**config.mk**
```make
export PLATFORM = sky130hd
export DESIGN_NAME = fifo_stack
export DESIGN_NICKNAME = d
export VERILOG_FILES = /design/src/rtl/fifo_stack.sv
export SDC_FILE = /design/constraint.sdc
export NUM_CORES = 1
export LEC_CHECK = 0
export ABC_AREA = 1
export BUFFER_PORTS_ARGS = -buffer_cell sky130_fd_sc_hd__buf_2
export CAP_MARGIN = 20
export CORE_ASPECT_RATIO = 1.2
export CORE_MARGIN = 1.5
export CORE_UTILIZATION = 30
export DETAILED_ROUTE_END_ITERATION = 10
export GPL_ROUTABILITY_DRIVEN = 0
export HOLD_SLACK_MARGIN = 0.12
export PLACE_DENSITY_LB_ADDON = 0.05
export SETUP_SLACK_MARGIN = 0.3
export SYNTH_ARGS = -nofsm -noshare
export SYNTH_HDL_FRONTEND = slang
export SYNTH_SLANG_ARGS = --single-unit
```
**constraint.sdc**
```tcl
create_clock -name clk -period 4.8 [get_ports clk]
set_input_delay 0.72 -clock clk [delete_from_list [all_inputs] [get_ports clk]]
set_output_delay 0.72 -clock clk [all_outputs]
set_load 0.005 [all_outputs]
```
**src/rtl/fifo_stack.sv**
```systemverilog
// Single-clock byte FIFO with first-word fall-through output and full/empty flags.
// A write into a full FIFO is accepted only when a pop frees a slot on the same edge.
module fifo_stack #(
    parameter int DATA_WIDTH = 8,
    parameter int ADDR_BITS  = 3
) (
    input  logic                  clk,
    input  logic                  reset,
    input  logic [DATA_WIDTH-1:0] I_DATA,
    input  logic                  save,
    input  logic                  pop,
    output logic [DATA_WIDTH-1:0] O_DATA,
    output logic                  full,
    output logic                  empty
);

    localparam int DEPTH = 2 ** ADDR_BITS;

    logic [DATA_WIDTH-1:0] mem_q [DEPTH];
    logic [DATA_WIDTH-1:0] mem_d [DEPTH];
    logic [ADDR_BITS-1:0]  wr_ptr_q, wr_ptr_d;
    logic [ADDR_BITS-1:0]  rd_ptr_q, rd_ptr_d;
    logic [ADDR_BITS:0]    count_q, count_d;
    logic                  wr_ok;
    logic                  rd_ok;

    always_comb begin
        full  = (count_q == (ADDR_BITS + 1)'(DEPTH));
        empty = (count_q == '0);
        rd_ok = pop && !empty;
        wr_ok = save && (!full || rd_ok);

        mem_d    = mem_q;
        wr_ptr_d = wr_ptr_q;
        rd_ptr_d = rd_ptr_q;
        count_d  = count_q;

        if (wr_ok) begin
            mem_d[wr_ptr_q] = I_DATA;
            wr_ptr_d        = wr_ptr_q + ADDR_BITS'(1);
        end
        if (rd_ok) begin
            rd_ptr_d = rd_ptr_q + ADDR_BITS'(1);
        end
        if (wr_ok && !rd_ok) begin
            count_d = count_q + (ADDR_BITS + 1)'(1);
        end else if (rd_ok && !wr_ok) begin
            count_d = count_q - (ADDR_BITS + 1)'(1);
        end

        O_DATA = empty ? '0 : mem_q[rd_ptr_q];
    end

    // Memory is left untouched by reset; clearing the pointers is enough to discard it.
    always_ff @(posedge clk) begin
        if (!reset) begin
            wr_ptr_q <= '0;
            rd_ptr_q <= '0;
            count_q  <= '0;
        end else begin
            wr_ptr_q <= wr_ptr_d;
            rd_ptr_q <= rd_ptr_d;
            count_q  <= count_d;
            mem_q    <= mem_d;
        end
    end

endmodule

```
==> results of run 1 <==
==> through the flow <==
stage / area [sq um] / worst slack [ns] / utilization (%)
after global routing: 4070 / 1.94 / 35.4
after global placement: 3710 / 2.24 / 32.2
final: 4070 / 2.10 / 35.4
after detailed placement: 3710 / 2.21 / 32.2
after CTS: 4070 / 2.04 / 35.4
after floorplan: 3530 / 2.53 / -
==> power groups by stage <==
| stage | clock (mW) | combinational [mW] | sequential, mW |
|---|---|---|---|
| after global routing | 0.858 | 0.657 | 0.792 |
| after detailed placement | 0 | 0.592 | 0.800 |
| after floorplan | 0 | 0.465 | 0.779 |
| after global placement | 0 | 0.591 | 0.800 |
| after CTS | 0.832 | 0.594 | 0.787 |
| final | 0.814 | 0.578 | 0.786 |
==> placed cells by master (no fill, tap or decap), types with 4 or more instances in the layout <==
| cell | n |
|---|---|
| nand2_1 | 110 |
| edfxtp_1 | 64 |
| inv_1 | 44 |
| nand3_1 | 32 |
| nor2_1 | 29 |
| nand2_2 | 21 |
| buf_2 | 21 |
| dfxtp_1 | 10 |
| clkbuf_16 | 9 |
| a21oi_1 | 7 |
| ha_1 | 5 |
| nor2_2 | 4 |
| bufinv_16 | 4 |
==> state kept, by name, summed over array words and instances, names as in the netlist <==
name      flops
mem_q        64
count_q       4
rd_ptr_q      3
wr_ptr_q      3
==> final timing paths <==
check | start | to | depth (start not counted)
setup reg to reg | count_q[0]$_SDFFE_PN0P_ | count_q[3]$_SDFFE_PN0P_ | 11
setup / recovery | rd_ptr_q[1]$_SDFFE_PN0P_ | O_DATA[2] | 6
hold / removal | wr_ptr_q[2]$_SDFFE_PN0P_ | wr_ptr_q[2]$_SDFFE_PN0P_ | 2
hold reg to reg | wr_ptr_q[2]$_SDFFE_PN0P_ | wr_ptr_q[2]$_SDFFE_PN0P_ | 2
==> final cells by class <==
class | instances | area (sq um) | area share, %
Clock buffer | 10 | 229 | 5.63
Clock inverter | 6 | 130 | 3.20
Inverter | 49 | 194 | 4.76
Multi-Input combinational cell | 223 | 1080 | 26.5
Sequential cell | 74 | 2120 | 52.1
Tap cell | 157 | 196 | 4.83
Timing Repair Buffer | 23 | 120 | 2.95
==> metal layers <==
layer	track usage [%]	share of wire, %	routed length, um	vias up
met3	2.93	2.4	192	11
li1	-	-	-	1186
met5	0	0	0	-
met1	17.6	45	3640	1056
met4	6.25	1.8	148	0
met2	24.7	51	4100	41
==> cell families (layout without fill, tap and decap cells) <==
group	Yosys count	in the layout
simple gates	204	204
flops	74	74
buf+inv	63	88
compound gates	10	10
fa+ha+maj	6	6
xor+xnor	3	3
==> critical path: stages, from the launching register on <==
cell     delay [ns]
dfxtp_1        0.89
inv_4          0.24
nand3_1        0.16
nand3_1        0.07
nand2_1        0.09
nor2_1         0.07
buf_2          0.13
==> reports/qor.txt, run 1 <==
Share of total power in the clock network = 37.4%
CTS H-tree lvls = 3
Die X = 102 um
CTS Hold Bufs = 0
Max Cap Violations = 0
R2r setup slk = 2.41 ns
IO Port Bufs = 21
Mean post-synth cell area = 9.82 sq um
WS Path Type = reg2out
Post-Syn Area = 3530 sq um
Drt initial violations = 73
Compound-gate portion of the synthesized area = 1.52%
Yosys warnings = 0
Final nets = 398
Vias = 2294
Via/cell ratio = 4.23
Required time of the critical path = 4.08 ns
Antenna violations before repair = 0
Post-synthesis mux area share = 0%
Sw Ratio = 31.2%
Post-synth cell types = 27
Max Freq = 0.371 GHz
Clock sinks = 74
Vias in the first global route = 2277
Area grow syn2layout = 15.2%
# diodes = 0
Dpl cells = 526
Switching power total = 0.679 mW
Post-synth top cells = nand2_1, edfxtp_1, inv_1, nand3_1, nor2_1
GRT overflow = 0
Final slew viol count = 0
HPWL after DPL = 4990 um
Final Critical Period = 2.70 ns
DRT Pass-1 Iters = 4
Crit-path max FO = 19
Setup Skew = 0.00975 ns
Largest family of logic cells by synthesized area = simple AND/OR/NAND/NOR gates
Top FF cell, synth = edfxtp_1
WHS = 0.566 ns
Rows = 43
GR Util All Layers = 14.5%
Wire length per cell = 14.9 um
Ys async rst share = 0%
Status = complete, no violations
Post-synthesis adder-cell area fraction = 2.34%
Max_slew headroom = 31.6%
Clock tree buffer depth = 2
Leakage = 1.76 nW
EDFF count, synth = 64
Top cell type's share of synthesized area = 54.4%
P_int = 1.50 mW
Synth area leaders = edfxtp_1, nand2_1, dfxtp_1
Total Power = 2.18 mW
CP arrival = 1.98 ns
PwrDens = 535 nW/um^2
Final setup TNS = 0 ns
Routed WL = 8090 um
Die height = 122 um
Sequential power share = 36.1%
Drt drc = 0
Sequential share of the synthesized area = 60.0%
# setup viols final = 0
Die ar. = 12400 sq um
Worst Hold Class = reg2reg
Initial core utilization = 30.7%
Io pins = 22
Num CTS Buffers = 9
Setup repair bufs after CTS = 0
Layout cells sized above 1 = 19.7%
Worst-Margin Slew = 1.02 ns
RSZ-0062 raised after global routing = no
Filler cell count = 1178
Worst VDD drop = 0.295 mV
Worst-path clk slew = 0.06 ns
Mapped Cells = 360
CTS resizes = 0
Tcrit/Tclk final = 56.2%
First-pass GRT wire length = 12700 um
Comb pwr share = 26.5%
Final ANT Viol Nets = 0
Final cell count without fillers = 542
CTS tree = done
Core Area = 11500 sq um
Final Hold Viols = 0
Largest net degree at the start of global routing = 34
Clock root cell = clkbuf_16
Top-count cell post-synth = nand2_1
Simple-Gate Fraction of Synth Area = 25.9%
Post-synth top area cell = edfxtp_1
Clock Latency Late Sink = 0.33 ns
Synth Area in XOR/XNOR = 0.743%
CP Launch Type = flip-flop
Number of synthesized register bits = 74
CP endpoint kind = output pin
Syn Nets = 378
(Power assumes the default switching activity.)
==> run 2, diff against run 1 <==
--- a/config.mk
+++ b/config.mk
@@ -5,7 +5,7 @@
 export SDC_FILE = /design/constraint.sdc
 export NUM_CORES = 1
 export LEC_CHECK = 0
-export ABC_AREA = 1
+export ABC_AREA = 0
 export BUFFER_PORTS_ARGS = -buffer_cell sky130_fd_sc_hd__buf_2
 export CAP_MARGIN = 20
 export CORE_ASPECT_RATIO = 1.2
==> constraint.sdc (replaced) <==
create_clock -name clk -period 2.3 [get_ports clk]
set_input_delay 0.345 -clock clk [delete_from_list [all_inputs] [get_ports clk]]
set_output_delay 0.345 -clock clk [all_outputs]
set_load 0.005 [all_outputs]
==> run 2 against run 1 <==
Routed wire length is 17% lower. Power grew 87%. Combinational power grew 99%. Clock skew down 0.0063 ns. Hold slack got worse by 0.28 ns. Largest cell class unchanged. Sequential power rose by 110%. Via count down 28%. Largest power group is now registers. Synthesized cell count fell by 53%. Final cell count decreased by 36%. Final area shrank 5.9%.
==> reports/qor.txt, run 2 <==
Status = complete, no violations
Clock sinks = 74 (unchanged)
PwrDens = 1070 nW/um^2 (+99%)
Placement Setup Slack = 0.0704 ns (-2.14 ns)
Layout cells sized above 1 = 40.1% (+20 points)
Area grow syn2layout = 24.0%
CTS H-tree lvls = 3 (unchanged)
Leakage = 1.30 nW (-26%)
Syn Nets = 189 (-50%)
Met2 usage = 23.4% (-1.3 points)
Most common cell after layout, fill and taps aside = edfxtp_1
Final ANT Viol Nets = 0 (unchanged)
GR peak layer = met2
Highest-delay cell along the critical path = mux4_2
Drt drc = 0 (unchanged)
Top FF cell, synth = edfxtp_1
GRT overflow = 0 (unchanged)
Crit-path max FO = 8 (-11)
Top-count cell post-synth = edfxtp_1
Mapped Cells = 171 (-53%)
Worst Hold Class = in2reg
CP max stage delay = 0.51 ns (-0.38 ns)
Tcrit/Tclk final = 90.8%
Post-synth cell types = 35 (+30%)
IO Port Bufs = 21 (unchanged)
Ys async rst share = 0% (unchanged)
Antenna violations before repair = 0 (unchanged)
CP Launch Type = flip-flop
Post-Syn Area = 3090 sq um (-13%)
Number of synthesized register bits = 74 (unchanged)
Post-synth top area cell = edfxtp_1
Vias in the first global route = 1863 (-18%)
Synth area leaders = edfxtp_1, mux4_2, dfxtp_1
Worst VDD drop = 0.431 mV (+47%)
RSZ-0062 raised after global routing = yes
Largest regs = mem_q x64, count_q x4
Worst-path clk slew = 0.05 ns (about the same)
First-pass GRT wire length = 10500 um (-17%)
Num CTS Buffers = 9 (unchanged)
R2r setup slk = 0.22 ns (-2.19 ns)
# setup viols final = 0 (unchanged)
GR Util All Layers = 14.0% (-0.48 points)
Most flops, register = mem_q
Max Freq = 0.479 GHz
Final Hold Viols = 0 (unchanged)
Die X = 95.6 um (-6.3%)
Max_slew headroom = 73.4% (+42 points)
CP arrival = 1.74 ns (-0.24 ns)
WS Path Type = reg2out
Top cell type's share of synthesized area = 62.2% (+7.9 points)
Setup Skew = 0.00343 ns (-0.00633 ns)
Worst-Margin Slew = 0.398 ns (-0.624 ns)
Max FFs per register = 64 (unchanged)
Post-synth top cells = edfxtp_1, mux2i_1, dfxtp_1, nor2_1, mux4_2
Mean post-synth cell area = 18.1 sq um (+84%)
Worst-path cell chain = buf_12, mux4_2, mux2i_1, nor2_1, buf_2
Most frequent cells in the layout = edfxtp_1, buf_2, buf_4
CTS tree = done
CP endpoint kind = output pin
Filler cell count = 954 (-19%)
Sequential share of the synthesized area = 68.7% (+8.7 points)
Initial core utilization = 30.9% (+0.15 points)
Die ar. = 10900 sq um (-12%)
DRT Pass-1 Iters = 4 (unchanged)
Routed WL = 6740 um (-17%)
Vias = 1660 (-28%)
Final cell count without fillers = 348 (-36%)
Final Critical Period = 2.09 ns
Yosys warnings = 0 (unchanged)
Max Cap Violations = 0 (unchanged)
Final slew viol count = 0 (unchanged)
HPWL after DPL = 4240 um (-15%)
Io pins = 22 (unchanged)
Clock root cell = clkbuf_16
# diodes = 0 (unchanged)
Via/cell ratio = 4.77 (+13%)
Required time of the critical path = 1.96 ns (-2.12 ns)
Clock tree buffer depth = 2 (unchanged)
Core Area = 10000 sq um (-13%)
Final setup TNS = 0 ns (unchanged)
Final nets = 235 (-41%)
EDFF count, synth = 64 (unchanged)
Clock Latency Late Sink = 0.33 ns (about the same)
Wire length per cell = 19.4 um (+30%)
Final worst slack = 0.212 ns (-1.89 ns)
Rows = 40 (-7.0%)
Met1 Use GR = 16.2% (-1.3 points)
GRT met3 Usage = 3.98% (+1.1 points)
Die height = 114 um (-6.4%)
Drt initial violations = 57 (-22%)
Largest net degree at the start of global routing = 17 (-50%)
Dpl cells = 329 (-37%)
run 2: changes by cell type after synthesis, moves of 5 or more:
cell / previous run / this run
nor2_1: 29 / 10
inv_1: 44 / 2
mux4_2: 0 / 9
nand3_1: 32 / 4
nand2_1: 110 / 5
mux2i_1: 0 / 11
a21oi_1: 7 / 2
nand2_2: 21 / 1
and2_1: 0 / 5
mux4_1: 0 / 7
run 2: cell type report:
type                       count  area (sq um)  area share [%]
timing repair buffer          43           303            7.91
multi-input combinational     86           947            24.7
tap                          126           158            4.12
sequential                    74          2140            55.8
clock buffer                  16           272            7.09
inverter                       3          13.8           0.359
run 2: layer usage:
layer | up-vias | wire, um
met3 | 14 | 256
li1 | 768 | -
met1 | 849 | 2890
met5 | - | 0
met2 | 29 | 3400
met4 | 0 | 184
run 2: kinds of logic after synthesis:
logic type,synth area share (%)
DFF,68.7
and+or+nand+nor,7.09
muxes,16.1
buffers and inverters,2.43
AOI/OAI and AO/OA,1.58
adders and majority gates,2.67
xor gates and xnor gates,1.42
run 2: what timing repair did:
action,CTS,global route
buffers inserted,2,0
pin swaps,2,5
cloned,1,0
hold buffers,0,0
setup endpoints to repair,27,11
gates resized for setup,13,4
run 2: worst max-delay path, delay by kind of cell (launching register included):
| kind | cells | cell delay [ns] |
|---|---|---|
| DFF | 1 | 0.41 |
| muxes | 2 | 0.66 |
| and+or+nand+nor | 1 | 0.06 |
| buffers and inverters | 2 | 0.29 |
run 2: power breakdown:
| group | switching, mW | internal, mW | total (mW) | leakage [nW] |
|---|---|---|---|---|
| sequential | 0.108 | 1.54 | 1.65 | 0.663 |
| combinational | 0.517 | 0.637 | 1.15 | 0.508 |
| clock | 0.485 | 0.791 | 1.28 | 0.131 |
run 2: final timing paths:
path | to | start | cells past startpoint
setup / recovery | O_DATA[3] | rd_ptr_q[0]$_SDFFE_PN0P_ | 5
hold / removal | mem_q[55]$_DFFE_PP_ | I_DATA[7] | 1
setup reg to reg | count_q[3]$_SDFFE_PN0P_ | count_q[0]$_SDFFE_PN0P_ | 9
hold reg to reg | count_q[3]$_SDFFE_PN0P_ | count_q[3]$_SDFFE_PN0P_ | 2
run 2: through the flow:
stage          power, mW  utilization [%]  instance area, sq um  hold WS [ns]
2_1_floorplan       2.38                -                  3130         0.444
3_3_place_gp        2.67             35.0                  3510         0.488
3_5_place_dp        2.71             35.0                  3510         0.509
4_1_cts             4.12             38.1                  3820         0.274
5_1_grt             4.31             38.3                  3830         0.279
6_report            4.08             38.3                  3830         0.283
